==> src/rtl/seq_gen_ctrl.sv <==
// seq_gen_ctrl
// Burst controller for a WIDTH-bit shift-register sequence generator.
// It drives Johnson or ring sequences in the forward or reverse direction.
// A requester starts a burst of len patterns, or a free-run when len=0.
// The controller owns the register, sanitises ring seeds and repairs
// illegal register states. Every flop updates on the falling edge of clk.
//
// Ports
//   clk      : clock; state changes on negedge
//   rst      : synchronous active-high reset, sampled on negedge
//   start    : begin a burst (honoured only in IDLE)
//   stop     : abort a running burst (honoured only in RUN)
//   mode     : 00 Johnson fwd, 01 ring fwd, 10 Johnson rev, 11 ring rev
//   len      : patterns per burst, 0 = free-run
//   seed     : ring-mode initial value
//   q        : current pattern
//   q_valid  : q holds a burst pattern
//   busy     : controller is not IDLE
//   done     : one-cycle pulse when a burst finishes
//   step_cnt : patterns issued minus one in the current burst
//   illegal  : one-cycle pulse when a seed or register state was corrected
module seq_gen_ctrl #(
  parameter int WIDTH = 4,
  parameter int LEN_W = 8
) (
  input  logic             clk,
  input  logic             rst,
  input  logic             start,
  input  logic             stop,
  input  logic [1:0]       mode,
  input  logic [LEN_W-1:0] len,
  input  logic [WIDTH-1:0] seed,
  output logic [WIDTH-1:0] q,
  output logic             q_valid,
  output logic             busy,
  output logic             done,
  output logic [LEN_W-1:0] step_cnt,
  output logic             illegal
);

  typedef enum logic [1:0] {S_IDLE, S_RUN, S_DONE} state_t;

  localparam logic [WIDTH-1:0] RING_ONE = {{(WIDTH-1){1'b0}}, 1'b1};

  state_t           state_q, state_d;
  logic [WIDTH-1:0] q_q, q_d;
  logic             q_valid_q, q_valid_d;
  logic             busy_q, busy_d;
  logic             done_q, done_d;
  logic [LEN_W-1:0] step_cnt_q, step_cnt_d;
  logic             illegal_q, illegal_d;
  logic [1:0]       mode_q, mode_d;   // bit0: ring, bit1: reverse
  logic [LEN_W-1:0] len_q, len_d;

  logic [WIDTH-2:0] edges;            // adjacent-bit differences of q
  logic             q_legal;
  logic             last_step;

  always_comb begin
    edges     = q_q[WIDTH-2:0] ^ q_q[WIDTH-1:1];
    // A Johnson pattern is a single run of ones and a single run of zeros,
    // so it has at most one boundary between neighbouring bits.
    q_legal   = mode_q[0] ? ($countones(q_q) == 1) : ($countones(edges) <= 1);
    last_step = (len_q != '0) && (step_cnt_q == (len_q - LEN_W'(1)));
  end

  always_comb begin
    state_d    = state_q;
    q_d        = q_q;
    q_valid_d  = q_valid_q;
    done_d     = 1'b0;
    illegal_d  = 1'b0;
    step_cnt_d = step_cnt_q;
    mode_d     = mode_q;
    len_d      = len_q;

    case (state_q)
      S_IDLE: begin
        if (start) begin
          mode_d     = mode;
          len_d      = len;
          step_cnt_d = '0;
          q_valid_d  = 1'b1;
          state_d    = S_RUN;
          if (mode[0]) begin
            if ($countones(seed) == 1) begin
              q_d = seed;
            end else begin
              q_d       = RING_ONE;
              illegal_d = 1'b1;
            end
          end else begin
            q_d = '0;
          end
        end
      end

      S_RUN: begin
        // Termination freezes q on the last pattern; stop beats advance.
        if (stop || last_step) begin
          state_d   = S_DONE;
          q_valid_d = 1'b0;
          done_d    = 1'b1;
        end else begin
          step_cnt_d = step_cnt_q + LEN_W'(1);
          if (!q_legal) begin
            // Recovery restarts from the mode's canonical value, never the seed.
            q_d       = mode_q[0] ? RING_ONE : '0;
            illegal_d = 1'b1;
          end else begin
            case (mode_q)
              2'b00:   q_d = {~q_q[0], q_q[WIDTH-1:1]};
              2'b01:   q_d = {q_q[0], q_q[WIDTH-1:1]};
              2'b10:   q_d = {q_q[WIDTH-2:0], ~q_q[WIDTH-1]};
              default: q_d = {q_q[WIDTH-2:0], q_q[WIDTH-1]};
            endcase
          end
        end
      end

      S_DONE: begin
        state_d = S_IDLE;
      end

      default: begin
        state_d = S_IDLE;
      end
    endcase

    busy_d = (state_d != S_IDLE);
  end

  always_ff @(negedge clk) begin
    if (rst) begin
      state_q    <= S_IDLE;
      q_q        <= '0;
      q_valid_q  <= 1'b0;
      busy_q     <= 1'b0;
      done_q     <= 1'b0;
      step_cnt_q <= '0;
      illegal_q  <= 1'b0;
      mode_q     <= 2'b00;
      len_q      <= '0;
    end else begin
      state_q    <= state_d;
      q_q        <= q_d;
      q_valid_q  <= q_valid_d;
      busy_q     <= busy_d;
      done_q     <= done_d;
      step_cnt_q <= step_cnt_d;
      illegal_q  <= illegal_d;
      mode_q     <= mode_d;
      len_q      <= len_d;
    end
  end

  assign q        = q_q;
  assign q_valid  = q_valid_q;
  assign busy     = busy_q;
  assign done     = done_q;
  assign step_cnt = step_cnt_q;
  assign illegal  = illegal_q;

endmodule

==> config.mk <==
export PLATFORM = sky130hd
export DESIGN_NAME = seq_gen_ctrl
export DESIGN_NICKNAME = d
export VERILOG_FILES = /design/src/rtl/seq_gen_ctrl.sv
export SDC_FILE = /design/constraint.sdc
export NUM_CORES = 1
export LEC_CHECK = 0
export CORE_MARGIN = 1.5
export CORE_UTILIZATION = 50
export DETAILED_ROUTE_END_ITERATION = 8
export GPL_TIMING_DRIVEN = 1
export PLACE_DENSITY = 0.78
export SETUP_SLACK_MARGIN = 0.4
export SLEW_MARGIN = 25
export SYNTH_ARGS = -nofsm -noshare
export SYNTH_HDL_FRONTEND = slang
export SYNTH_SLANG_ARGS = --single-unit
==> constraint.sdc <==
create_clock -name clk -period 6.6 [get_ports clk]
set_input_delay 1.32 -clock clk [delete_from_list [all_inputs] [get_ports clk]]
set_output_delay 1.32 -clock clk [all_outputs]
set_load 0.02 [all_outputs]
==> results by group, run 1 <==
Outcome
  • Status: finished, final reports clean

Clocking
  • Clock Latency Late Sink: 0.42 ns
  • CTS HTree Levels: 1
  • CTS root buf: clkbuf_4
  • Longest Clk Path Bufs: 2
  • TritonCTS Buffers: 3
  • TritonCTS clock tree: built
  • Worst-path clk slew: 0.05 ns
  • # Post-CTS Setup Buffers: 0
  • Clock Sink Count: 28

Yosys
  • Predominant post-synthesis flop cell: dfxtp_1
  • Post-Syn Area: ~1700 sq um
  • Post-synth top area cell: dfxtp_1
  • Flops & latches, synth: 28
  • Post-synthesis mux area share: 1.76%
  • Largest family of logic cells by synthesized area: simple AND/OR/NAND/NOR gates
  • Most frequent cell after synthesis: nand2_1
  • Post-Synth Adder-Cell Area: 8.21%
  • Synthesized Nets: 243
  • Ys async rst share: 0%
  • Post-synth EDFFs: 0
  • Synth Area in XOR/XNOR: 6.67%
  • Most frequent cells after synthesis: nand2_1, dfxtp_1, a21oi_1, inv_1, nor2_1
  • Synth Area in Compound Gates: 19.7%
  • Synth area leaders: dfxtp_1, nand2_1, a21oi_1
  • Post-Syn Instances: 215
  • YS warnings: 0
  • Share of the synthesized area in the top cell type: between 30% and 40%
  • Seq/Total Area, Yosys: between 30% and 40%
  • Unique cell type count in the Yosys netlist: 45
  • Synth Area in Simple Gates: 24.5%
  • Synthesized area per cell: 7.94 sq um

Global route
  • Vias in the first global route: roughly 1,500
  • GRT overflow: 0
  • GRT Total Usage: a little over a fifth
  • Initial antenna violation count: 0
  • First-pass GRT wire length: 6160 microns
  • Largest net degree at the start of global routing: 16

Layout
  • Fin util: 67.6%
  • Final nets: 304
  • N_diodes: 0
  • Synthesis-to-finish area growth: 31.0%
  • Design area: roughly 2200 sq um
  • Share of cells above drive strength 1: under 10%

Placed design
  • Dpl cell area: 2100 sq um
  • Final HPWL DP: 2800 microns
  • Count of input and output buffers: 33
  • Routability cong.: 0.812

Die
  • Placement row count: 21
  • Core area: 3310 sq um
  • Effective utilization at floorplan: between 50 and 60%
  • Ports: 34
  • Die height: just over 60 microns
  • Die Footprint: 3780 sq um
  • Die outline width: 61.4 microns

Detailed routing
  • Via count: 1,704
  • Via density: 5.31
  • TritonRoute pass-1 iters: 4
  • DRC Markers: 0
  • Wire length per cell: 12.3 microns
  • Routed WL: 3960 microns
  • Remaining antenna violation count: 0
  • Starting DRT DRC Count: 100

Pwr
  • VDD IR max: 0.153 mV
  • Power per Cell Area: 197 nW/um^2
  • Total power: 440 uW
  • Leak pwr: 0.00105 uW

Worst setup path
  • Worst stage delay on the critical path: between 0.6 and 0.7 ns
  • Worst path depth: 1
  • Slowest-stage cell, CP: clkdlybuf4s50_1
  • CP Cell Sequence: clkdlybuf4s50_1
  • Worst Path Max Fanout: 6
  • Worst r2r dst: q[3]
  • Critical path's top delay family: buffers and inverters
  • WP data arrival: 4.84 ns
  • Crit path buf inv count: 1
  • Crit Path Category: flop to output port
  • CP required: 5.28 ns
  • Crit. End Element: output port
  • R2R setup slack: 3.91 ns
  • Worst r2r src: q[0]
  • CP Launch Type: flop
  • Worst reg2reg path depth: 10

Timing
  • Worst-margin pin slew: 0.411 ns
  • Unrepaired setup endpoints after global routing: false
  • Final setup violation count: 0
  • Fin Setup TNS: 0 ns
  • Max Slew Vio Count: 0
  • Rel. slew slack: roughly 72%
  • Final Skew: 0.0184 ns
  • Final hold viol count: 0

Min path
  • Hold_sp: len_q[7]
  • WHS Path Cells: 2
  • Hold Path Sink: len_q[7]
  • Min-delay worst type: flop to flop

Flow run
  • Max_cap viols: 0
metal layers:
metal	vias to the layer above	global-route usage, %	wire (microns)
met5	-	0	0
met2	33	35.9	1990
li1	867	-	-
met1	798	23.9	1800
met3	6	7.98	124
met4	0	10.6	43
stage by stage:
step,cells,setup WS (ns),hold WS (ns)
6_report,321,0.444,0.485
5_1_grt,321,0.401,0.513
4_1_cts,321,0.379,0.491
3_5_place_dp,290,-0.273,0.485
3_3_place_gp,290,-0.209,0.477
2_1_floorplan,215,0.342,0.457
sequential cells by signal, summed over array words and instances (netlist names):
name,cells
mode_q,2
done,1
len_q,8
step_cnt,8
illegal,1
q_valid,1
busy,1
state_q,2
q,4
worst max path at each step:
stage                       start    to  slack, ns
final                        q[0]  q[0]       0.44
after global routing         q[0]  q[0]       0.40
after CTS                 seed[0]  q[0]       0.38
after detailed placement  seed[0]  q[0]      -0.27
after global placement    seed[0]  q[0]      -0.21
after floorplan           seed[0]  q[0]       0.34
cell type report:
cell class              count  area [sq um]
fillers                   307          1070
multi-input cells         159          1040
flip-flops and latches     28           562
repair buffers             40           383
clock inverters            29           110
inverters                  16          60.1
well taps                  46          57.6
clock buffers               3          22.5
kinds of logic after synthesis:
family                     count (synthesis)
AOI/OAI and AO/OA                         51
xor gates and xnor gates                  13
adders and majority gates                 10
buffers and inverters                     28
DFF                                       28
muxes                                      3
and+or+nand+nor                           82
report_power, final:
| group | switching [uW] | internal [uW] |
|---|---|---|
| registers | 13.5 | 179 |
| clock network | 98.4 | 44.3 |
| logic | 53.9 | 51.8 |
placed cells by master (no fill, tap or decap), types with 2 or more instances in the layout:
cell             count
buf_4                7
fa_1                 2
xor2_1               6
or4_1                4
a211o_1              2
o31ai_1              4
dlygate4sd2_1        2
nand2b_1             4
a31o_1               2
dfxtp_1             27
o31a_1               3
nor4_1               3
and3_1               4
or3b_2               2
clkbuf_4             3
a21oi_1             21
nand4_1              6
o21ai_0              3
xnor2_1              7
dlymetal6s2s_1       3
nor2b_1              3
clkdlybuf4s50_1     27
inv_2                3
o22ai_1              3
nand2_1             33
mux2i_1              3
ha_1                 8
o21a_1               3
nand3b_1             2
inv_1               41
nor2_1              11
o21ai_1              3
what timing repair did:
item,4_1_cts,5_1_grt
cloned,0,0
gates resized for setup,6,7
endpoints found under the setup margin,6,8
hold buffers,0,0
pin swaps,5,5
(Power assumes the default switching activity.)
==> run 2: changes to the inputs <==
HOLD_SLACK_MARGIN = 0.02   (was not set)
==> results of run 2 <==
No change in the layout: final DEF, timing and power equal those of run 1.
